**src/rtl/serial_subtractor_if.sv**
```systemverilog
// Operand/result bundle for serial_subtractor; ovf exists only with SERIAL_SUB_OVF_EN.
interface serial_subtractor_if #(
  parameter int WIDTH = 8
);
  logic             start;
  logic [WIDTH-1:0] a;
  logic [WIDTH-1:0] b;
  logic             bin;
  logic             busy;
  logic             done;
  logic [WIDTH-1:0] diff;
  logic             bout;
`ifdef SERIAL_SUB_OVF_EN
  logic             ovf;
`endif

`ifdef SERIAL_SUB_OVF_EN
  modport master (output start, a, b, bin, input busy, done, diff, bout, ovf);
  modport slave  (input start, a, b, bin, output busy, done, diff, bout, ovf);
`else
  modport master (output start, a, b, bin, input busy, done, diff, bout);
  modport slave  (input start, a, b, bin, output busy, done, diff, bout);
`endif
endinterface

```
**src/rtl/serial_subtractor.sv**
```systemverilog
// Bit-serial a - b - bin, one full-subtractor bit per clock, LSB first.
// Optional SERIAL_SUB_OVF_EN adds a signed-overflow flag (ovf).
module serial_subtractor #(
  parameter int WIDTH = 8
) (
  input  logic            clk,
  input  logic            rst,
  serial_subtractor_if.slave bus
);
  localparam int CNT_W = (WIDTH > 2) ? $clog2(WIDTH) : 1;

  typedef enum logic [1:0] {
    IDLE  = 2'd0,
    SHIFT = 2'd1,
    DONE  = 2'd2
  } state_t;

  function automatic logic fs_diff(input logic x, input logic y, input logic cin);
    return x ^ y ^ cin;
  endfunction

  function automatic logic fs_borrow(input logic x, input logic y, input logic cin);
    return (~x & y) | (~(x ^ y) & cin);
  endfunction

  state_t           state_r;
  logic [WIDTH-1:0] a_sh_r;
  logic [WIDTH-1:0] b_sh_r;
  logic [WIDTH-1:0] res_r;
  logic             borrow_r;
  logic [CNT_W-1:0] count_r;
  logic             busy_r;
  logic             done_r;
  logic [WIDTH-1:0] diff_r;
  logic             bout_r;
`ifdef SERIAL_SUB_OVF_EN
  logic             ovf_r;
`endif

  logic             d_s;
  logic             borrow_nx_s;
  logic [WIDTH-1:0] res_nx_s;
  logic             last_s;

  // Full-subtractor cell on the current LSBs and next-state result image
  always_comb begin
    d_s         = fs_diff(a_sh_r[0], b_sh_r[0], borrow_r);
    borrow_nx_s = fs_borrow(a_sh_r[0], b_sh_r[0], borrow_r);
    res_nx_s    = {d_s, res_r[WIDTH-1:1]};
    if (count_r == CNT_W'(WIDTH - 1)) begin
      last_s = 1'b1;
    end else begin
      last_s = 1'b0;
    end
  end

  // Control FSM, datapath shifting and registered result outputs
  always_ff @(posedge clk or posedge rst) begin
    if (rst) begin
      state_r  <= IDLE;
      a_sh_r   <= {WIDTH{1'b0}};
      b_sh_r   <= {WIDTH{1'b0}};
      res_r    <= {WIDTH{1'b0}};
      borrow_r <= 1'b0;
      count_r  <= {CNT_W{1'b0}};
      busy_r   <= 1'b0;
      done_r   <= 1'b0;
      diff_r   <= {WIDTH{1'b0}};
      bout_r   <= 1'b0;
`ifdef SERIAL_SUB_OVF_EN
      ovf_r    <= 1'b0;
`endif
    end else begin
      case (state_r)
        IDLE: begin
          done_r <= 1'b0;
          if (bus.start) begin
            a_sh_r   <= bus.a;
            b_sh_r   <= bus.b;
            borrow_r <= bus.bin;
            count_r  <= {CNT_W{1'b0}};
            busy_r   <= 1'b1;
            state_r  <= SHIFT;
          end else begin
            busy_r  <= 1'b0;
            state_r <= IDLE;
          end
        end
        SHIFT: begin
          a_sh_r   <= {1'b0, a_sh_r[WIDTH-1:1]};
          b_sh_r   <= {1'b0, b_sh_r[WIDTH-1:1]};
          res_r    <= res_nx_s;
          borrow_r <= borrow_nx_s;
          if (last_s) begin
            count_r <= {CNT_W{1'b0}};
            busy_r  <= 1'b0;
            done_r  <= 1'b1;
            diff_r  <= res_nx_s;
            bout_r  <= borrow_nx_s;
`ifdef SERIAL_SUB_OVF_EN
            // borrow_r here is the borrow into the MSB cell
            ovf_r   <= borrow_r ^ borrow_nx_s;
`endif
            state_r <= DONE;
          end else begin
            count_r <= count_r + CNT_W'(1);
            state_r <= SHIFT;
          end
        end
        DONE: begin
          done_r  <= 1'b0;
          busy_r  <= 1'b0;
          state_r <= IDLE;
        end
        default: begin
          busy_r  <= 1'b0;
          done_r  <= 1'b0;
          state_r <= IDLE;
        end
      endcase
    end
  end

  assign bus.busy = busy_r;
  assign bus.done = done_r;
  assign bus.diff = diff_r;
  assign bus.bout = bout_r;
`ifdef SERIAL_SUB_OVF_EN
  assign bus.ovf  = ovf_r;
`endif

endmodule
```
**src/flat_wrapper.sv**
```systemverilog
// flat-port wrapper written by rule: the top's interface ports become plain ports
module serial_subtractor_flat 
#(
  parameter int WIDTH = 8
)
  (clk, rst, bus_start, bus_a, bus_b, bus_bin, bus_busy, bus_done, bus_diff, bus_bout);
  serial_subtractor_if #(.WIDTH(WIDTH)) bus_i ();
  input  logic clk;
  input  logic rst;
  input wire logic [$bits(bus_i.start)-1:0] bus_start;
  input wire logic [$bits(bus_i.a)-1:0] bus_a;
  input wire logic [$bits(bus_i.b)-1:0] bus_b;
  input wire logic [$bits(bus_i.bin)-1:0] bus_bin;
  output wire logic [$bits(bus_i.busy)-1:0] bus_busy;
  output wire logic [$bits(bus_i.done)-1:0] bus_done;
  output wire logic [$bits(bus_i.diff)-1:0] bus_diff;
  output wire logic [$bits(bus_i.bout)-1:0] bus_bout;
  assign bus_i.start = bus_start;
  assign bus_i.a = bus_a;
  assign bus_i.b = bus_b;
  assign bus_i.bin = bus_bin;
  assign bus_busy = bus_i.busy;
  assign bus_done = bus_i.done;
  assign bus_diff = bus_i.diff;
  assign bus_bout = bus_i.bout;
  serial_subtractor #(.WIDTH(WIDTH)) u_core (.clk(clk), .rst(rst), .bus(bus_i));
endmodule
```
**config.mk**
```make
export PLATFORM = sky130hd
export DESIGN_NAME = serial_subtractor_flat
export DESIGN_NICKNAME = d
export VERILOG_FILES = /design/src/rtl/serial_subtractor_if.sv /design/src/rtl/serial_subtractor.sv /design/src/flat_wrapper.sv
export SDC_FILE = /design/constraint.sdc
export NUM_CORES = 1
export LEC_CHECK = 0
export CAP_MARGIN = 15
export CORE_ASPECT_RATIO = 1.1
export CORE_MARGIN = 2
export CORE_UTILIZATION = 25
export DETAILED_ROUTE_END_ITERATION = 7
export GPL_TIMING_DRIVEN = 0
export HOLD_SLACK_MARGIN = 0.15
export PLACE_DENSITY = 0.52
export SLEW_MARGIN = 20
export SYNTH_ARGS = -nofsm -noshare
export SYNTH_HDL_FRONTEND = slang
export SYNTH_SLANG_ARGS = --single-unit
```
**constraint.sdc**
```tcl
create_clock -name clk -period 4.5 [get_ports clk]
set_clock_uncertainty 0.15 [all_clocks]
set_input_delay 0.9 -clock clk [delete_from_list [all_inputs] [get_ports clk]]
set_output_delay 0.9 -clock clk [all_outputs]
set_load 0.05 [all_outputs]
```
==> impl.org, run 1 <==
** Min path
- The worst hold path terminates at u_core.bus.done$_DFFE_PP0P_.
- Worst Hold Class :: reg2reg
- The startpoint identified for the worst hold timing path is u_core.bus.done$_DFFE_PP0P_.
- Along the worst hold path, the cell count comes to 1.

** Synth
- Net count after synthesis :: 172
- The synthesized design devotes to its leading area cell type 51.8% of total area.
- Count of different cell masters after synthesis :: 23
- Yosys printed 0 warnings.
- FF+latch count, synth :: 40
- Ranking of synthesized cells by area :: sky130_fd_sc_hd__dfrtp_1, sky130_fd_sc_hd__nor4b_1, sky130_fd_sc_hd__mux2_4
- Average size of a mapped cell :: 13.0 um^2
- Summed over all instances, the cell type with the most area after synthesis is sky130_fd_sc_hd__dfrtp_1.
- Sequential share of the synthesized area :: 51.8%
- Synthesis handed over a netlist of 149 instances.
- Cell Area, Synth :: 0.00193 mm^2

** Floorplan
- From left edge to right edge, the die measures 87.8 um.
- Initial cell density of the core :: 25.8%
- The total area inside the core boundary comes to 0.00747 mm^2.
- From bottom edge to top edge, the die measures 96.2 um.
- The floorplan has 33 rows.
- The floorplan step defined a die boundary enclosing 0.00845 mm^2.
- 31 I/O pins were placed.

** Clocking
- For this design, the sink count on the clock tree is 40.
- CTS tree :: built
- Clock slew at reported path FFs :: 0.08 ns
- Number of buffers added by the clock tree synthesis step :: 5
- Count of H-tree levels built during CTS :: 2
- Post-CTS repair changed the size of 0 cells.
- Once the clock tree was built, the setup fixing pass inserted 0 buffers.
- Hold-fix buffer count after cts :: 0
- Clock tree synthesis selected as its root buffer the cell sky130_fd_sc_hd__clkbuf_8.
- The clock passes through at most 2 buffers.
- Clock latency on the worst-skew pair, taken at its later pin, is 0.29 ns.

** Detailed routing
- Routed wire length per instance :: 13.3 um
- Routed via count divided by cell count :: 4.32
- The routed design has 3910 um of wire.
- For this run, the detailed router's first-pass iteration total came to 3.
- DRC violation count after routing :: 0
- DR vias :: 1266
- Post-route ant nets :: 0
- For this block, the initial DRC count from the detailed router was 59.

** Critical path
- For the worst flop-to-flop path, the logic depth is 5.
- The setup path with the least slack is of type reg2out.
- Beginning of the worst register-to-register path :: u_core.count_r[0]$_DFFE_PP0P_
- At the worst endpoint, the arrival time is 1.47 ns.
- Critical Path Max Stage Delay :: 0.81 ns
- Worst-path cell with the longest stage delay :: sky130_fd_sc_hd__clkdlybuf4s50_1
- Walking the worst path, the cells encountered are clkdlybuf4s50_1.
- The worst setup path is launched from a register.
- Worst R2R Setup Slack :: 2.76 ns
- The worst setup path is captured at a primary output.
- Crit Path Max Fanout :: 2
- Worst endpoint required time :: 3.45 ns
- Cell family with most CP delay :: buffers and inverters
- Endpoint of the worst-slack reg-to-reg timing path :: u_core.bus.diff[1]$_DFFE_PP0P_
- Together, buffers and inverters on the worst path number 1.

** STA
- Setup TNS Final :: 0 ns
- The worst path needs 2.52 ns of the cycle, external delays included.
- Static timing analysis puts the maximum clock frequency at 0.397 GHz.
- Number of hold violations in the final report :: 0
- For the pin with the worst max-slew slack, the measured transition is 0.503 ns.
- The worst pin sits at a relative slew slack of 66.3%.
- Setup repair after global routing left no endpoint under its margin.
- The number of slew-limit violations in the final report is 0.
- After layout, the worst path uses 56.0% of the clock period.
- # setup viols final :: 0

** Finish
- Leaving out fill and tap cells, the most frequent cell in the layout is sky130_fd_sc_hd__dfrtp_1.
- P&R area growth vs syn :: 29.9%
- Diode count :: 0
- Fin area :: 0.00251 mm^2
- Summing all multi-input logic gate instances after layout gives 749 um^2.
- After the last flow step, the layout net total stands at 210.
- Non-filler instance count after layout :: 293
- Layout cell share with drive strength beyond 1 :: 21.8%
- # fillers :: 762
- Final Core Density :: 33.6%
- Registers take 0.00100 mm^2.
- In the layout the commonest cells are sky130_fd_sc_hd__dfrtp_1, sky130_fd_sc_hd__clkdlybuf4s50_1, sky130_fd_sc_hd__inv_1.

** Global routing
- Global-route total usage across every layer :: 10.4%
- Initial antenna violation count :: 0
- Number of global-route vias before repair :: 1298
- Remaining global-route overflow :: 0
- Entering global routing, the biggest net connects 25 pins.
- The first global-routing pass estimated 6670 um of wire.

** Outcome
- Result of the run :: finished, final reports clean

** Placement
- RePlAce Congestion :: 0.737
- Detailed placement finished with a half-perimeter wire length of 2740 um.
- Buffers added on ports :: 30
- In this run, placement finished with an instance count of 285.
- In this run the cell area measured after placement is 0.00238 mm^2.

** Power and ir drop
- Summed over all cells, the static leakage comes to 1.09 nW.
- IR analysis of the VDD net gives a maximum drop of 216 uV.
- Overall power of the completed layout :: 1.80 mW
- Power per unit of standard cell area :: 716 mW/mm^2

** Flow run
- Across the run, the number of max-cap violations was 0.
-- stage by stage --
stage | hold slack, ns | setup slack (ns)
after CTS | 0.344 | 1.96
after global routing | 0.356 | 1.92
after detailed placement | 0.325 | 2.08
final | 0.336 | 1.98
after floorplan | 0.320 | 2.53
after global placement | 0.319 | 1.53
-- power by group --
part	switching (mW)	internal [mW]	leakage [nW]
Combinational	0.442	0.405	0.548
Clock	0.130	0.196	0.0645
Sequential	0.0916	0.534	0.480
-- layout make-up --
cell class | instances | area share [%]
Multi-Input combinational cell | 78 | 29.9
Clock buffer | 7 | 3.84
Buffer | 13 | 4.54
Inverter | 18 | 2.69
Tap cell | 105 | 5.23
Clock inverter | 1 | 1.20
Timing Repair Buffer | 31 | 12.8
Sequential cell | 40 | 39.9
-- cell families (layout without fill, tap and decap cells) --
logic type | count (synthesis) | count (layout) | share of synthesized area, %
flops | 40 | 40 | 51.8
simple gates | 35 | 35 | 15.3
buf+inv | 31 | 70 | 9.39
compound gates | 24 | 24 | 10.4
mux | 16 | 16 | 10.8
fa+ha+maj | 3 | 3 | 2.33
-- cells in the mapped netlist --
cell	count
sky130_fd_sc_hd__dfrtp_1	40
sky130_fd_sc_hd__inv_1	18
sky130_fd_sc_hd__nor3b_1	15
sky130_fd_sc_hd__nor4b_1	15
sky130_fd_sc_hd__a211oi_1	14
sky130_fd_sc_hd__buf_6	8
sky130_fd_sc_hd__mux2_4	8
sky130_fd_sc_hd__mux2_2	7
sky130_fd_sc_hd__a22o_1	5
sky130_fd_sc_hd__buf_2	4
sky130_fd_sc_hd__a21oi_1	2
sky130_fd_sc_hd__ha_1	2
sky130_fd_sc_hd__a221oi_2	1
sky130_fd_sc_hd__clkbuf_1	1
sky130_fd_sc_hd__fa_1	1
sky130_fd_sc_hd__mux2i_1	1
sky130_fd_sc_hd__nand2b_1	1
sky130_fd_sc_hd__nand3b_1	1
sky130_fd_sc_hd__nand3b_4	1
sky130_fd_sc_hd__nor2_1	1
sky130_fd_sc_hd__nor2b_4	1
sky130_fd_sc_hd__o21a_1	1
sky130_fd_sc_hd__o21bai_4	1
-- state kept, by name (all words and copies together), names as in the netlist, 2 cells and up --
| name | count |
|---|---|
| u_core.a_sh_r | 8 |
| u_core.state_r | 2 |
| u_core.b_sh_r | 8 |
| u_core.bus.diff | 8 |
| u_core.count_r | 3 |
| u_core.res_r | 7 |
-- worst max path at each step --
stage                                    from                           end  slack, ns  cells after the start
4_1_cts        u_core.bus.diff[7]$_DFFE_PP0P_                   bus_diff[7]       1.96                      1
6_report       u_core.bus.diff[7]$_DFFE_PP0P_                   bus_diff[7]       1.98                      1
3_3_place_gp                              rst  u_core.a_sh_r[6]$_DFFE_PP0P_       1.53                      2
3_5_place_dp                        bus_start  u_core.a_sh_r[0]$_DFFE_PP0P_       2.08                      4
2_1_floorplan                             rst  u_core.a_sh_r[0]$_DFFE_PP0P_       2.53                      1
5_1_grt        u_core.bus.diff[2]$_DFFE_PP0P_                   bus_diff[2]       1.92                      1
-- metal layers --
| layer | GRT usage [%] | part of all wire (%) |
|---|---|---|
| met4 | 3.85 | 1.3 |
| met2 | 16.4 | 48 |
| met3 | 2.57 | 3.0 |
| met5 | 0 | 0 |
| met1 | 13.9 | 48 |
Note: power is estimated with default switching activity, not from simulation.
==> inputs of run 2 (changes only) <==
==> constraint.sdc (replaced) <==
create_clock -name clk -period 2.5 [get_ports clk]
set_clock_uncertainty 0.15 [all_clocks]
set_input_delay 0.5 -clock clk [delete_from_list [all_inputs] [get_ports clk]]
set_output_delay 0.5 -clock clk [all_outputs]
set_load 0.05 [all_outputs]
==> results of run 2 <==
Same layout as run 1 (identical final DEF). Status: finished, final reports clean.
Among the figures that moved: setup slack after placement 2.08 ns -> 0.484 ns; setup slack after layout 1.98 ns -> 0.382 ns; register-to-register setup slack 2.76 ns -> 0.76 ns; total power 1.80 mW -> 3.24 mW; worst IR drop on VDD 216 uV -> 389 uV
